**config.mk**
```make
export PLATFORM = sky130hd
export DESIGN_NAME = mem_stage_flat
export DESIGN_NICKNAME = d
export VERILOG_FILES = /design/src/rtl/mem_stage_if.sv /design/src/rtl/mem_stage.sv /design/src/flat_wrapper.sv
export SDC_FILE = /design/constraint.sdc
export NUM_CORES = 1
export LEC_CHECK = 0
export BUFFER_PORTS_ARGS = -buffer_cell sky130_fd_sc_hd__buf_2
export CORE_AREA = 2 2 195 197
export CTS_CLUSTER_SIZE = 20
export DETAILED_ROUTE_END_ITERATION = 10
export DIE_AREA = 0 0 197 199
export MAX_ROUTING_LAYER = met4
export PLACE_DENSITY = 0.65
export SLEW_MARGIN = 30
export SYNTH_ARGS = -nofsm -noshare
export SYNTH_HDL_FRONTEND = slang
export SYNTH_SLANG_ARGS = --single-unit
```
**constraint.sdc**
```tcl
create_clock -name clk -period 4.6 [get_ports clk]
set_clock_uncertainty 0.15 [all_clocks]
set_input_delay 0.23 -clock clk [delete_from_list [all_inputs] [get_ports clk]]
set_output_delay 0.23 -clock clk [all_outputs]
set_load 0.02 [all_outputs]
```
**src/rtl/mem_stage_if.sv**
```systemverilog
// Data-SRAM request/response channel between the memory stage and the SRAM.
// Handshake: the stage holds data_req with a stable address and write fields
// until the SRAM returns data_addr_ok in the same cycle; the SRAM then answers
// with exactly one data_data_ok pulse (carrying data_rdata for reads) at least
// one cycle after the accepting edge.
interface mem_stage_if;
  logic        data_req;
  logic        data_wr;
  logic [31:0] data_addr;
  logic [3:0]  data_wstrb;
  logic [31:0] data_wdata;
  logic        data_addr_ok;
  logic        data_data_ok;
  logic [31:0] data_rdata;

  modport master (
    output data_req, data_wr, data_addr, data_wstrb, data_wdata,
    input  data_addr_ok, data_data_ok, data_rdata
  );

  modport slave (
    input  data_req, data_wr, data_addr, data_wstrb, data_wdata,
    output data_addr_ok, data_data_ok, data_rdata
  );
endinterface

```
**src/rtl/mem_stage.sv**
```systemverilog
// Pipeline memory stage: holds the instruction coming from Execute, runs one
// data-SRAM access for loads/stores, extends load data and produces the bus
// to writeback. A flushed access that is still in flight is drained so its
// late response cannot be mistaken for the next instruction's data.
module mem_stage #(
  parameter int HILO_W = 66
) (
  input  logic              clk,
  input  logic              resetn,
  input  logic              flush,
  input  logic [5:0]        stall,
  input  logic              e_valid,
  input  logic [31:0]       e_pc,
  input  logic              e_rf_we,
  input  logic [4:0]        e_rf_waddr,
  input  logic [31:0]       e_alu_res,
  input  logic [HILO_W-1:0] e_hilo_bus,
  input  logic [2:0]        e_mem_op,
  input  logic [1:0]        e_st_size,
  input  logic [31:0]       e_st_data,
  input  logic [37:0]       e_cp0_bus,
  mem_stage_if.master       sram,
  output logic              stallreq_mem,
  output logic [HILO_W+69:0] M_W_bus,
  output logic [37:0]       m_cp0_bus,
  output logic [1:0]        state_dbg
);

  localparam logic [1:0] S_IDLE  = 2'd0;
  localparam logic [1:0] S_WAIT  = 2'd1;
  localparam logic [1:0] S_DONE  = 2'd2;
  localparam logic [1:0] S_DRAIN = 2'd3;

  localparam logic [2:0] OP_NONE = 3'd0;
  localparam logic [2:0] OP_LB   = 3'd1;
  localparam logic [2:0] OP_LBU  = 3'd2;
  localparam logic [2:0] OP_LH   = 3'd3;
  localparam logic [2:0] OP_LHU  = 3'd4;
  localparam logic [2:0] OP_LW   = 3'd5;
  localparam logic [2:0] OP_ST   = 3'd6;

  typedef struct packed {
    logic              valid;
    logic [31:0]       pc;
    logic              rf_we;
    logic [4:0]        rf_waddr;
    logic [31:0]       alu_res;
    logic [HILO_W-1:0] hilo_bus;
    logic [2:0]        mem_op;
    logic [1:0]        st_size;
    logic [31:0]       st_data;
    logic [37:0]       cp0_bus;
  } in_reg_t;

  in_reg_t     r;
  logic [1:0]  state;
  logic [1:0]  state_nxt;
  logic [31:0] ld_data;
  logic        ld_capture;
  logic        mem_act;
  logic        is_store;
  logic        is_load;
  logic        reg_update;
  logic        req;
  logic [3:0]  wstrb;
  logic [31:0] wdata;
  logic [7:0]  ld_byte;
  logic [15:0] ld_half;
  logic [31:0] ld_ext;
  logic [31:0] rf_wdata;
  logic        rf_we_eff;
  logic        unused_stall;

  // Only this stage's and writeback's stall bits matter here.
  assign unused_stall = ^{stall[5:4], stall[1:0]};

  assign mem_act  = r.valid && (r.mem_op != OP_NONE);
  assign is_store = (r.mem_op == OP_ST);
  assign is_load  = (r.mem_op >= OP_LB) && (r.mem_op <= OP_LW);
  // Any change of the input register (capture, bubble or flush) retires DONE.
  assign reg_update = flush | ~stall[2] | ~stall[3];

  // Input register: flush/bubble clear, capture when this stage runs, else hold.
  always_ff @(posedge clk or negedge resetn) begin
    if (!resetn) begin
      r <= '0;
    end else if (flush || (stall[2] && !stall[3])) begin
      r <= '0;
    end else if (!stall[2]) begin
      r.valid    <= e_valid;
      r.pc       <= e_pc;
      r.rf_we    <= e_rf_we;
      r.rf_waddr <= e_rf_waddr;
      r.alu_res  <= e_alu_res;
      r.hilo_bus <= e_hilo_bus;
      r.mem_op   <= e_mem_op;
      r.st_size  <= e_st_size;
      r.st_data  <= e_st_data;
      r.cp0_bus  <= e_cp0_bus;
    end
  end

  // Access FSM next-state; data_data_ok is only looked at in WAIT and DRAIN.
  always_comb begin
    state_nxt  = state;
    ld_capture = 1'b0;
    case (state)
      S_IDLE: begin
        if (req && sram.data_addr_ok) begin
          state_nxt = flush ? S_DRAIN : S_WAIT;
        end
      end
      S_WAIT: begin
        if (flush) begin
          // A response arriving with the flush is already absorbed: no drain.
          state_nxt = sram.data_data_ok ? S_IDLE : S_DRAIN;
        end else if (sram.data_data_ok) begin
          state_nxt  = S_DONE;
          ld_capture = 1'b1;
        end
      end
      S_DONE: begin
        if (reg_update) begin
          state_nxt = S_IDLE;
        end
      end
      S_DRAIN: begin
        if (sram.data_data_ok) begin
          state_nxt = S_IDLE;
        end
      end
      default: state_nxt = S_IDLE;
    endcase
  end

  // FSM state register.
  always_ff @(posedge clk or negedge resetn) begin
    if (!resetn) begin
      state <= S_IDLE;
    end else begin
      state <= state_nxt;
    end
  end

  // Load-data register, written only by a response that belongs to us.
  always_ff @(posedge clk or negedge resetn) begin
    if (!resetn) begin
      ld_data <= '0;
    end else if (ld_capture) begin
      ld_data <= sram.data_rdata;
    end
  end

  // Store byte-lane strobes and lane-replicated write data.
  always_comb begin
    wstrb = 4'b0000;
    wdata = r.st_data;
    if (is_store) begin
      case (r.st_size)
        2'd0: begin
          wstrb = 4'b0001 << r.alu_res[1:0];
          wdata = {4{r.st_data[7:0]}};
        end
        2'd1: begin
          wstrb = r.alu_res[1] ? 4'b1100 : 4'b0011;
          wdata = {2{r.st_data[15:0]}};
        end
        default: wstrb = 4'b1111;
      endcase
    end
  end

  assign req             = (state == S_IDLE) && mem_act;
  assign sram.data_req   = req;
  assign sram.data_wr    = req && is_store;
  assign sram.data_addr  = r.alu_res;
  assign sram.data_wstrb = wstrb;
  assign sram.data_wdata = wdata;

  // Load lane selection and sign/zero extension.
  always_comb begin
    case (r.alu_res[1:0])
      2'd0:    ld_byte = ld_data[7:0];
      2'd1:    ld_byte = ld_data[15:8];
      2'd2:    ld_byte = ld_data[23:16];
      default: ld_byte = ld_data[31:24];
    endcase
    ld_half = r.alu_res[1] ? ld_data[31:16] : ld_data[15:0];
    case (r.mem_op)
      OP_LB:   ld_ext = {{24{ld_byte[7]}}, ld_byte};
      OP_LBU:  ld_ext = {24'd0, ld_byte};
      OP_LH:   ld_ext = {{16{ld_half[15]}}, ld_half};
      OP_LHU:  ld_ext = {16'd0, ld_half};
      default: ld_ext = ld_data;
    endcase
  end

  assign rf_wdata  = is_load ? ld_ext : r.alu_res;
  assign rf_we_eff = r.rf_we & ~is_store;

  assign stallreq_mem = (mem_act && (state != S_DONE)) || (state == S_DRAIN);
  assign M_W_bus      = stallreq_mem ? '0 : {r.hilo_bus, r.pc, rf_we_eff, r.rf_waddr, rf_wdata};
  assign m_cp0_bus    = stallreq_mem ? '0 : r.cp0_bus;
  assign state_dbg    = state;

endmodule

```
**src/flat_wrapper.sv**
```systemverilog
// flat-port wrapper written by rule: the top's interface ports become plain ports
module mem_stage_flat 
#(
  parameter int HILO_W = 66
)
  (clk, resetn, flush, stall, e_valid, e_pc, e_rf_we, e_rf_waddr, e_alu_res, e_hilo_bus, e_mem_op, e_st_size, e_st_data, e_cp0_bus, stallreq_mem, M_W_bus, m_cp0_bus, state_dbg, sram_data_req, sram_data_wr, sram_data_addr, sram_data_wstrb, sram_data_wdata, sram_data_addr_ok, sram_data_data_ok, sram_data_rdata);
  mem_stage_if sram_i ();
  input  logic clk;
  input  logic resetn;
  input  logic flush;
  input  logic [5:0] stall;
  input  logic e_valid;
  input  logic [31:0] e_pc;
  input  logic e_rf_we;
  input  logic [4:0] e_rf_waddr;
  input  logic [31:0] e_alu_res;
  input  logic [HILO_W-1:0] e_hilo_bus;
  input  logic [2:0] e_mem_op;
  input  logic [1:0] e_st_size;
  input  logic [31:0] e_st_data;
  input  logic [37:0] e_cp0_bus;
  output logic stallreq_mem;
  output logic [HILO_W+69:0] M_W_bus;
  output logic [37:0] m_cp0_bus;
  output logic [1:0] state_dbg;
  output wire logic [$bits(sram_i.data_req)-1:0] sram_data_req;
  output wire logic [$bits(sram_i.data_wr)-1:0] sram_data_wr;
  output wire logic [$bits(sram_i.data_addr)-1:0] sram_data_addr;
  output wire logic [$bits(sram_i.data_wstrb)-1:0] sram_data_wstrb;
  output wire logic [$bits(sram_i.data_wdata)-1:0] sram_data_wdata;
  input wire logic [$bits(sram_i.data_addr_ok)-1:0] sram_data_addr_ok;
  input wire logic [$bits(sram_i.data_data_ok)-1:0] sram_data_data_ok;
  input wire logic [$bits(sram_i.data_rdata)-1:0] sram_data_rdata;
  assign sram_data_req = sram_i.data_req;
  assign sram_data_wr = sram_i.data_wr;
  assign sram_data_addr = sram_i.data_addr;
  assign sram_data_wstrb = sram_i.data_wstrb;
  assign sram_data_wdata = sram_i.data_wdata;
  assign sram_i.data_addr_ok = sram_data_addr_ok;
  assign sram_i.data_data_ok = sram_data_data_ok;
  assign sram_i.data_rdata = sram_data_rdata;
  mem_stage #(.HILO_W(HILO_W)) u_core (.clk(clk), .resetn(resetn), .flush(flush), .stall(stall), .e_valid(e_valid), .e_pc(e_pc), .e_rf_we(e_rf_we), .e_rf_waddr(e_rf_waddr), .e_alu_res(e_alu_res), .e_hilo_bus(e_hilo_bus), .e_mem_op(e_mem_op), .e_st_size(e_st_size), .e_st_data(e_st_data), .e_cp0_bus(e_cp0_bus), .sram(sram_i), .stallreq_mem(stallreq_mem), .M_W_bus(M_W_bus), .m_cp0_bus(m_cp0_bus), .state_dbg(state_dbg));
endmodule
```
==> impl_metrics.env, run 1 <==
export IMPL_io_pins=502
export IMPL_first_iter_violations=616
export IMPL_synth_top_flop_cell="dfrtp_1"
export IMPL_maxCapViolCount=0
export IMPL_core_area_sq_um=37130
export IMPL_grt_usage_pct=21.33
export IMPL_switching_share_pct=28.08
export IMPL_tightest_slew_ns=0.9190
export IMPL_nNetsFinal=1964
export IMPL_clk_pin_slew_worst_paths_ns=0.06
export IMPL_hold_viol_final=0
export IMPL_die_h_microns=199
export IMPL_finish_utilization_pct=48.16
export IMPL_maxSlewHeadroom_pct=38.73
export IMPL_drc=0
export IMPL_grt_pass1_vias=11654
export IMPL_final_common_cell="buf_2"
export IMPL_worst_ep_required_time_ns=4.22
export IMPL_power_density_nw_per_um2=332.7
export IMPL_netlist_cell_type_count=44
export IMPL_gp_congestion=0.9416
export IMPL_fill_cells=3255
export IMPL_crit_start="u_core.r[73]"
export IMPL_synth_area_sq_um=11890
export IMPL_grt_max_degree=131
export IMPL_reg2reg_slack_ns=2.19
export IMPL_finalCritPeriodShare_pct=80.66
export IMPL_seqPwrFrac_pct=42.1
export IMPL_critPathBufInv=2
export IMPL_routedWlPerCell_microns=19.28
export IMPL_slew_violations=0
export IMPL_dr_pass1_iters=5
export IMPL_multiInputGateArea_sq_um=4995
export IMPL_post_cts_resized=0
export IMPL_setup_viol=0
export IMPL_dp_hpwl_mm=26.83
export IMPL_initial_core_util_pct=32.01
export IMPL_rsz0062_at_grt="no"
export IMPL_antenna_found_initial=2
export IMPL_grt_first_pass_wirelength_mm=64.78
export IMPL_cp_end_kind="output port"
export IMPL_postRouteAntennaNets=0
export IMPL_ctsHoldBuffers=249
export IMPL_syn_inst=1057
export IMPL_area_growth_syn_to_layout_pct=50.46
export IMPL_reg2reg_depth=5
export IMPL_die_area_sq_um=39200
export IMPL_crit_chain="nor3_2 > o31a_2 > buf_4 > and2_1 > buf_2"
export IMPL_r2r_start="u_core.r[73]"
export IMPL_clk_path_buf_depth=3
export IMPL_crit_cells=5
export IMPL_numCtsBuffers=29
export IMPL_layout_drive_gt1_share_pct=35.94
export IMPL_htreeDepth=1
export IMPL_slowest_stage="dfrtp_1"
export IMPL_synth_seq_area_share_pct=51.79
export IMPL_overflow=0
export IMPL_internal_power_uw=4280
export IMPL_critPathKind="reg -> out"
export IMPL_die_width_microns=197
export IMPL_finalCriticalPeriod_ns=3.710
export IMPL_status="finished, final reports clean"
export IMPL_vias=11316
export IMPL_final_cell_mix="buf_2, dlygate4sd3_1, dfrtp_1"
export IMPL_seqCellArea_sq_um=6157
export IMPL_port_buffers=497
export IMPL_vdd_drop_max_v=0.0002664
export IMPL_cp_slowest_stage_delay_ns=0.67
export IMPL_worstPathArrival_ns=3.33
export IMPL_synth_edf_count=0
export IMPL_post_cts_buffers=0
export IMPL_fmaxAchievable_ghz=0.2695
export IMPL_vias_per_cell=5.141
export IMPL_cts_sinks=246
export IMPL_cts_tree="done"
export IMPL_clkPwrFrac_pct=38.6
export IMPL_root_buffer="clkbuf_16"
export IMPL_clkLatencyLatePin_ns=0.55
export IMPL_synthArstFlopShare_pct=100.0
export IMPL_p_leak_uw=0.009107
export IMPL_synth_fp_nets=1312
export IMPL_critPathMaxFanout=77
export IMPL_yosysWarnings=0
export IMPL_critPathTopFamily="buffers and inverters"
export IMPL_ys_seq_elements=246
export IMPL_comb_power_share_pct=19.3
export IMPL_hold_class="in -> async"
export IMPL_rows=71
export IMPL_wirelength_mm=42.44
export IMPL_netSwitchingPower_uw=1671
export IMPL_syn_avg_cell_area_sq_um=11.24
export IMPL_timing_setup_tns_ns=0
export IMPL_start_kind="register"
==> Yosys cell counts, drive strengths merged (3+ instances only) <==
library cell	n	area [sq um]
a211oi	13	97.59
a21oi	28	140.1
a22o	229	2006
a22oi	7	52.55
a31oi	6	37.54
and2	143	894.6
and3	3	18.77
and3b	7	61.31
buf	69	439.2
clkbuf	72	270.3
dfrtp	246	6156
inv	11	41.29
mux2	52	585.6
mux2i	12	120.1
mux4	3	67.56
nand2	19	71.32
nand2b	17	106.4
nand3	8	40.04
nand3b	6	45.04
nor2	28	105.1
nor2b	4	25.02
nor3	4	30.03
o2111ai	5	43.79
o211ai	4	30.03
o21a	8	60.06
o21ai	29	145.1
o22ai	7	43.79
o311ai	5	43.79
==> stage by stage <==
stage                     total power, uW  cell area, sq um  instances  setup slack, ns  hold slack, ns
after global placement               3482             14440       1903            1.493         0.08366
after detailed placement             3503             14440       1903            1.446         0.08215
final                                5950             17880       2201           0.8895         0.08456
after global routing                 6216             17880       2201           0.7012          0.1193
after floorplan                      3092             11890       1057            2.445         -0.2156
after CTS                            6006             17870       2199           0.8403         0.06937
==> power by group through the flow <==
stage	Clock (uW)	Combinational, uW	Sequential, uW
4_1_cts	2360	1140	2500
3_5_place_dp	0	971	2530
2_1_floorplan	0	641	2450
6_report	2300	1150	2500
3_3_place_gp	0	954	2530
5_1_grt	2450	1240	2520
==> per-layer routing <==
layer	up-vias	track usage [%]	routed length, microns
li1	5127	-	-
met5	-	-	0
met3	109	3.238	2532
met1	5546	26.03	17360
met2	534	35.82	21110
met4	0	8.131	1440
==> cell families (layout without fill, tap and decap cells) <==
kind of cell	Yosys count	count (layout)	share of synthesized area, %
DFF	246	246	51.79
buffers and inverters	152	820	6.316
muxes	67	67	6.506
and+or+nand+nor	243	243	12.00
xor gates and xnor gates	2	2	0.1474
AOI/OAI and AO/OA	347	347	23.23
other	0	2	0
==> worst register-to-register path, cell delays in order, from the launching register on <==
cell           delay, ns
dfrtp_1             0.85
nor3_2              0.21
nor3_1              0.27
a32oi_1             0.13
dlygate4sd3_1       0.60
mux2i_1             0.12
==> layout make-up <==
cell class	count	share of cell area (%)
clock inverter	10	0.7487
timing repair buffer	762	28.81
antenna	2	0.02799
clock buffer	37	4.506
sequential	246	34.43
inverter	11	0.2309
tap	474	3.317
multi-input combinational	659	27.93
==> sequential cells by signal (all words and copies together) (netlist names) <==
name / cells
u_core.sram.data_addr: 32
u_core.r: 180
u_core.state_dbg: 2
u_core.ld_data: 32
==> final timing paths <==
kind,to
min in group clk,u_core.state_dbg[1]
worst max register to register,u_core.state_dbg[1]
max in group asynchronous,u_core.r[13]
worst max-delay path,M_W_bus[117]
worst min register to register,u_core.r[97]
worst min-delay path,u_core.sram.data_addr[23]
(Power assumes the default switching activity.)
==> run 2, diff against run 1 <==
- clock period: 4.6 -> 3.62 ns (I/O delays scaled with it)
==> run 2 against run 1 <==
  * Combinational power increased by 28%
  * Via count decreased by 0.39%
  * First-iteration DRC count decreased by 2.9%
  * Register-to-register slack got worse by 0.61 ns
  * Global-route usage decreased by 0.16 points
  * Highest routed layer unchanged
==> impl_metrics.env, run 2 (synthesis gave the netlist of run 1 again) <==
export IMPL_slowest_stage="nor3_2"
export IMPL_postRouteAntennaNets=0
export IMPL_critPathKind="reg -> out"
export IMPL_cts_sinks=246
export IMPL_cts_tree="done"
export IMPL_numCtsBuffers=29
export IMPL_root_buffer="clkbuf_16"
export IMPL_fill_cells=3231
export IMPL_final_common_cell="buf_2"
export IMPL_initial_core_util_pct=32.01
export IMPL_grt_max_degree=121
export IMPL_final_cell_mix="buf_2, dlygate4sd3_1, dfrtp_1"
export IMPL_clkLatencyLatePin_ns=0.55
export IMPL_ctsHoldBuffers=249
export IMPL_grt_first_pass_wirelength_mm=64.45
export IMPL_setup_viol=0
export IMPL_clk_pin_slew_worst_paths_ns=0.06
export IMPL_hold_viol_final=0
export IMPL_io_pins=502
export IMPL_nNetsFinal=1966
export IMPL_worstPathArrival_ns=3.02
export IMPL_status="finished, final reports clean"
export IMPL_hold_class="in -> reg"
export IMPL_dr_pass1_iters=4
export IMPL_post_cts_buffers=0
export IMPL_stdcell_count=2210
export IMPL_clk_path_buf_depth=3
export IMPL_cp_slowest_stage_delay_ns=0.61
export IMPL_critPathTopFamily="simple AND/OR/NAND/NOR gates"
export IMPL_port_buffers=497
export IMPL_seqCellArea_sq_um=6157
export IMPL_wirelength_mm=41.95
export IMPL_crit_chain="buf_4 > nand3b_1 > nor3_2 > mux2_2 > buf_2"
export IMPL_core_area_sq_um=37130
export IMPL_slew_violations=0
export IMPL_regMostFlops="u_core.r"
export IMPL_rsz0062_at_grt="no"
export IMPL_grt_usage_pct=21.18
export IMPL_die_width_microns=197
export IMPL_drc=0
export IMPL_timing_setup_tns_ns=0
export IMPL_cp_end_kind="output port"
export IMPL_vias=11272
export IMPL_htreeDepth=1
export IMPL_antenna_found_initial=3
export IMPL_post_cts_resized=0
export IMPL_maxCapViolCount=0
export IMPL_vias_per_cell=5.100
export IMPL_multiInputGateArea_sq_um=4995
export IMPL_finalCriticalPeriod_ns=3.354
export IMPL_first_iter_violations=598
export IMPL_die_h_microns=199
export IMPL_die_area_sq_um=39200
export IMPL_worst_ep_required_time_ns=3.29
export IMPL_critPathBufInv=2
export IMPL_power_density_nw_per_um2=428.0
export IMPL_overflow=0
export IMPL_start_kind="register"
export IMPL_rows=71
export IMPL_fmaxAchievable_ghz=0.2981
export IMPL_dpl_cell_count=1905
export IMPL_gp_congestion=0.8982
export IMPL_largest_reg_flops=180
export IMPL_dp_hpwl_mm=26.82
export IMPL_finalCritPeriodShare_pct=92.66
export IMPL_maxSlewHeadroom_pct=44.06
export IMPL_area_growth_syn_to_layout_pct=51.49
export IMPL_grt_pass1_vias=11567
export IMPL_p_leak_uw=0.009166
export IMPL_layout_drive_gt1_share_pct=36.09
export IMPL_vdd_drop_max_v=0.0003046
export IMPL_tightest_slew_ns=0.8391
export IMPL_routedWlPerCell_microns=18.98
export IMPL_critPathMaxFanout=58
[run 2: report_power, final]
part / leakage (uW) / switching [uW] / internal, uW / total [uW]
Clock: 0.000493 / 1200 / 1870 / 3070
Sequential: 0.00327 / 211 / 2960 / 3170
Combinational: 0.00540 / 746 / 720 / 1470
Total: 0.00917 / 2160 / 5550 / 7710
[run 2: layout make-up]
class | count | share of cell area, %
tap | 474 | 3.294
multi-input combinational | 659 | 27.74
inverter | 11 | 0.2293
timing repair buffer | 764 | 28.90
clock inverter | 13 | 1.063
sequential | 246 | 34.20
antenna | 4 | 0.05559
clock buffer | 39 | 4.517
[run 2: layer usage]
metal / part of all wire (%) / routed length (microns) / track usage (%) / vias up
li1: - / - / - / 5140
met2: 50 / 20800 / 35.07 / 501
met3: 6.0 / 2518 / 3.357 / 87
met5: 0 / 0 / - / -
met4: 3.1 / 1285 / 7.185 / 0
met1: 41 / 17350 / 26.47 / 5544
[run 2: path summary, 6_finish.rpt]
| check | slack, ns | to | start | cells after the start |
|---|---|---|---|---|
| worst max-delay path | 0.27 | sram_data_wdata[12] | u_core.r[74] | 5 |
| worst min-delay path | 0.02 | u_core.state_dbg[1] | flush | 4 |
| worst max register to register | 1.58 | u_core.state_dbg[1] | u_core.r[74] | 5 |
| worst min register to register | 0.34 | u_core.r[193] | u_core.r[193] | 1 |
| max in group asynchronous | 2.19 | u_core.r[87] | resetn | 3 |
| min in group asynchronous | 0.14 | u_core.sram.data_addr[23] | resetn | 2 |
[run 2: tightest hold or removal path, cell delays in order]
cell     delay [ns]
buf_2          0.17
nor2_1         0.09
xor2_1         0.14
mux2i_1        0.08
[run 2: metrics by stage]
step / cell area, sq um / utilization, % / hold WS, ns / setup slack [ns] / total power, uW
2_1_floorplan: 11890 / - / -0.2646 / 1.514 / 3929
3_3_place_gp: 14490 / 39.03 / 0.1623 / 0.8577 / 4428
3_5_place_dp: 14490 / 39.03 / 0.1650 / 0.7967 / 4451
4_1_cts: 17990 / 48.45 / 0.01288 / 0.1957 / 7765
5_1_grt: 18000 / 48.48 / 0.06106 / 0.03694 / 8043
6_report: 18000 / 48.49 / 0.01886 / 0.2657 / 7707
==> run 3, diff against run 2 <==
- CORE_AREA: 2 2 195 197 -> 2 2 193 195
- CTS_BUF_LIST: unset -> sky130_fd_sc_hd__clkbuf_8
- DIE_AREA: 0 0 197 199 -> 0 0 195 197
- PLACE_DENSITY: 0.65 -> 0.66
==> run 3 against run 2 <==
  * Worst hold slack gained 0.10 ns
  * Critical path depth up 2
  * Maximum frequency grew 2.6%
  * Cell count rose by 1.2%
  * Core utilization up 1.1 points
  * Cell area fell by 0.22%
  * Sequential power about the same
  * Count of clock-buffer cells in the layout rose by 16
  * Routed wire length up 3.9%
  * First-iteration DRC count increased by 19%
  * Flip-flop and latch count did not move
  * Register-to-register slack worse by 0.72 ns
  * Critical endpoint is now m_cp0_bus[0]
  * Largest cell class unchanged
==> impl_metrics.env, run 3 (synthesis gave the netlist of run 1 again) <==
export IMPL_post_cts_resized=0
export IMPL_p_leak_uw=0.009246
export IMPL_postRouteAntennaNets=0
export IMPL_grt_pass1_vias=12056
export IMPL_maxSlewHeadroom_pct=38.84
export IMPL_clk_path_buf_depth=3
export IMPL_setup_viol=0
export IMPL_io_pins=502
export IMPL_seqCellArea_sq_um=6157
export IMPL_finalCriticalPeriod_ns=3.271
export IMPL_hold_viol_final=0
export IMPL_grt_busiest_layer="met2"
export IMPL_tightest_slew_ns=0.9174
export IMPL_port_buffers=497
export IMPL_first_iter_violations=713
export IMPL_wirelength_mm=43.57
export IMPL_dr_pass1_iters=5
export IMPL_antenna_found_initial=1
export IMPL_holdPathStages=4
export IMPL_grt_usage_pct=22.78
export IMPL_worstPathArrival_ns=2.94
export IMPL_power_density_nw_per_um2=411.2
export IMPL_die_area_sq_um=38420
export IMPL_die_width_microns=195
export IMPL_gp_congestion=0.9233
export IMPL_met2_usage_pct=37.61
export IMPL_rows=70
export IMPL_cts_tree="done"
export IMPL_core_area_sq_um=36260
export IMPL_largest_reg_flops=180
export IMPL_grt_util_met1_pct=26.28
export IMPL_area_growth_syn_to_layout_pct=51.16
export IMPL_vias=11540
export IMPL_multiInputGateArea_sq_um=4995
export IMPL_critPathKind="reg -> out"
export IMPL_final_common_cell="buf_2"
export IMPL_die_h_microns=197
export IMPL_fmaxAchievable_ghz=0.3057
export IMPL_overflow=0
export IMPL_cp_end_kind="output port"
export IMPL_slew_violations=0
export IMPL_grt_max_degree=130
export IMPL_final_cell_mix="buf_2, dlygate4sd3_1, dfrtp_1"
export IMPL_grt_first_pass_wirelength_mm=67.02
export IMPL_routedWlPerCell_microns=19.49
export IMPL_rsz0062_at_grt="no"
export IMPL_critPathMaxFanout=34
export IMPL_vias_per_cell=5.161
export IMPL_dpl_cell_area_sq_um=14510
export IMPL_finalCritPeriodShare_pct=90.36
export IMPL_worst_ep_required_time_ns=3.29
export IMPL_initial_core_util_pct=32.78
export IMPL_numCtsBuffers=44
export IMPL_nNetsFinal=1989
export IMPL_start_kind="register"
export IMPL_hold_class="in -> reg"
export IMPL_fin_area_sq_um=17970
export IMPL_fill_cells=3201
export IMPL_layout_drive_gt1_share_pct=36.67
export IMPL_grt_use_met3_pct=5.356
export IMPL_post_cts_buffers=0
export IMPL_drc=0
export IMPL_cts_sinks=246
export IMPL_timing_setup_tns_ns=0
export IMPL_clkLatencyLatePin_ns=0.57
export IMPL_maxCapViolCount=0
export IMPL_htreeDepth=2
export IMPL_vdd_drop_max_v=0.0002186
export IMPL_status="finished, final reports clean"
export IMPL_clk_pin_slew_worst_paths_ns=0.05
export IMPL_regMostFlops="u_core.r"
export IMPL_p_total_uw=7388
export IMPL_ctsHoldBuffers=250
export IMPL_reg2reg_depth=7
export IMPL_dp_hpwl_mm=27.97
export IMPL_root_buffer="clkbuf_8"
run 3: report_power, final:
group / total (uW) / internal [uW] / switching [uW]
combinational: 1490 / 727 / 758
clock: 2720 / 1510 / 1210
sequential: 3190 / 2960 / 227
total: 7390 / 5200 / 2190
run 3: cell type report:
cell class	count	share of cell area, %
Clock inverter	24	0.8636
Antenna cell	1	0.01393
Clock buffer	55	4.213
Tap cell	468	3.259
Inverter	11	0.2298
Timing Repair Buffer	772	29.35
Sequential cell	246	34.27
Multi-Input combinational cell	659	27.80
run 3: through the flow:
step	utilization [%]	setup WS, ns	instances	hold WS, ns
after floorplan	-	1.514	1057	-0.2646
final	49.55	0.3491	2236	0.1196
after CTS	49.44	0.3030	2233	0.09122
after detailed placement	40.02	0.9665	1904	0.1473
after global routing	49.55	0.1387	2236	0.1162
after global placement	40.02	0.9344	1904	0.1412
run 3: routing by layer:
metal | routed length, microns | share of wire [%] | vias up
li1 | - | - | 5188
met1 | 17090 | 39 | 5643
met2 | 21460 | 49 | 599
met3 | 3104 | 7.1 | 110
met4 | 1916 | 4.4 | 0
met5 | 0 | 0 | -
run 3: critical path, stage by stage (launching register included):
cell and delay [ns]:
dfrtp_1 0.38, buf_4 0.25, nor3_2 0.30, o31a_2 0.40, buf_4 0.31, buf_4 0.32
and2_1 0.20, buf_2 0.18
run 3: path summary, 6_finish.rpt:
kind	from	endpoint	slack, ns
setup / recovery	u_core.r[72]	m_cp0_bus[0]	0.35
hold / removal	stall[2]	u_core.r[183]	0.12
setup reg to reg	u_core.r[72]	u_core.state_dbg[1]	0.86
hold reg to reg	u_core.r[97]	u_core.r[97]	0.35
max in group asynchronous	resetn	u_core.r[62]	1.76
min in group asynchronous	resetn	u_core.sram.data_addr[4]	0.47
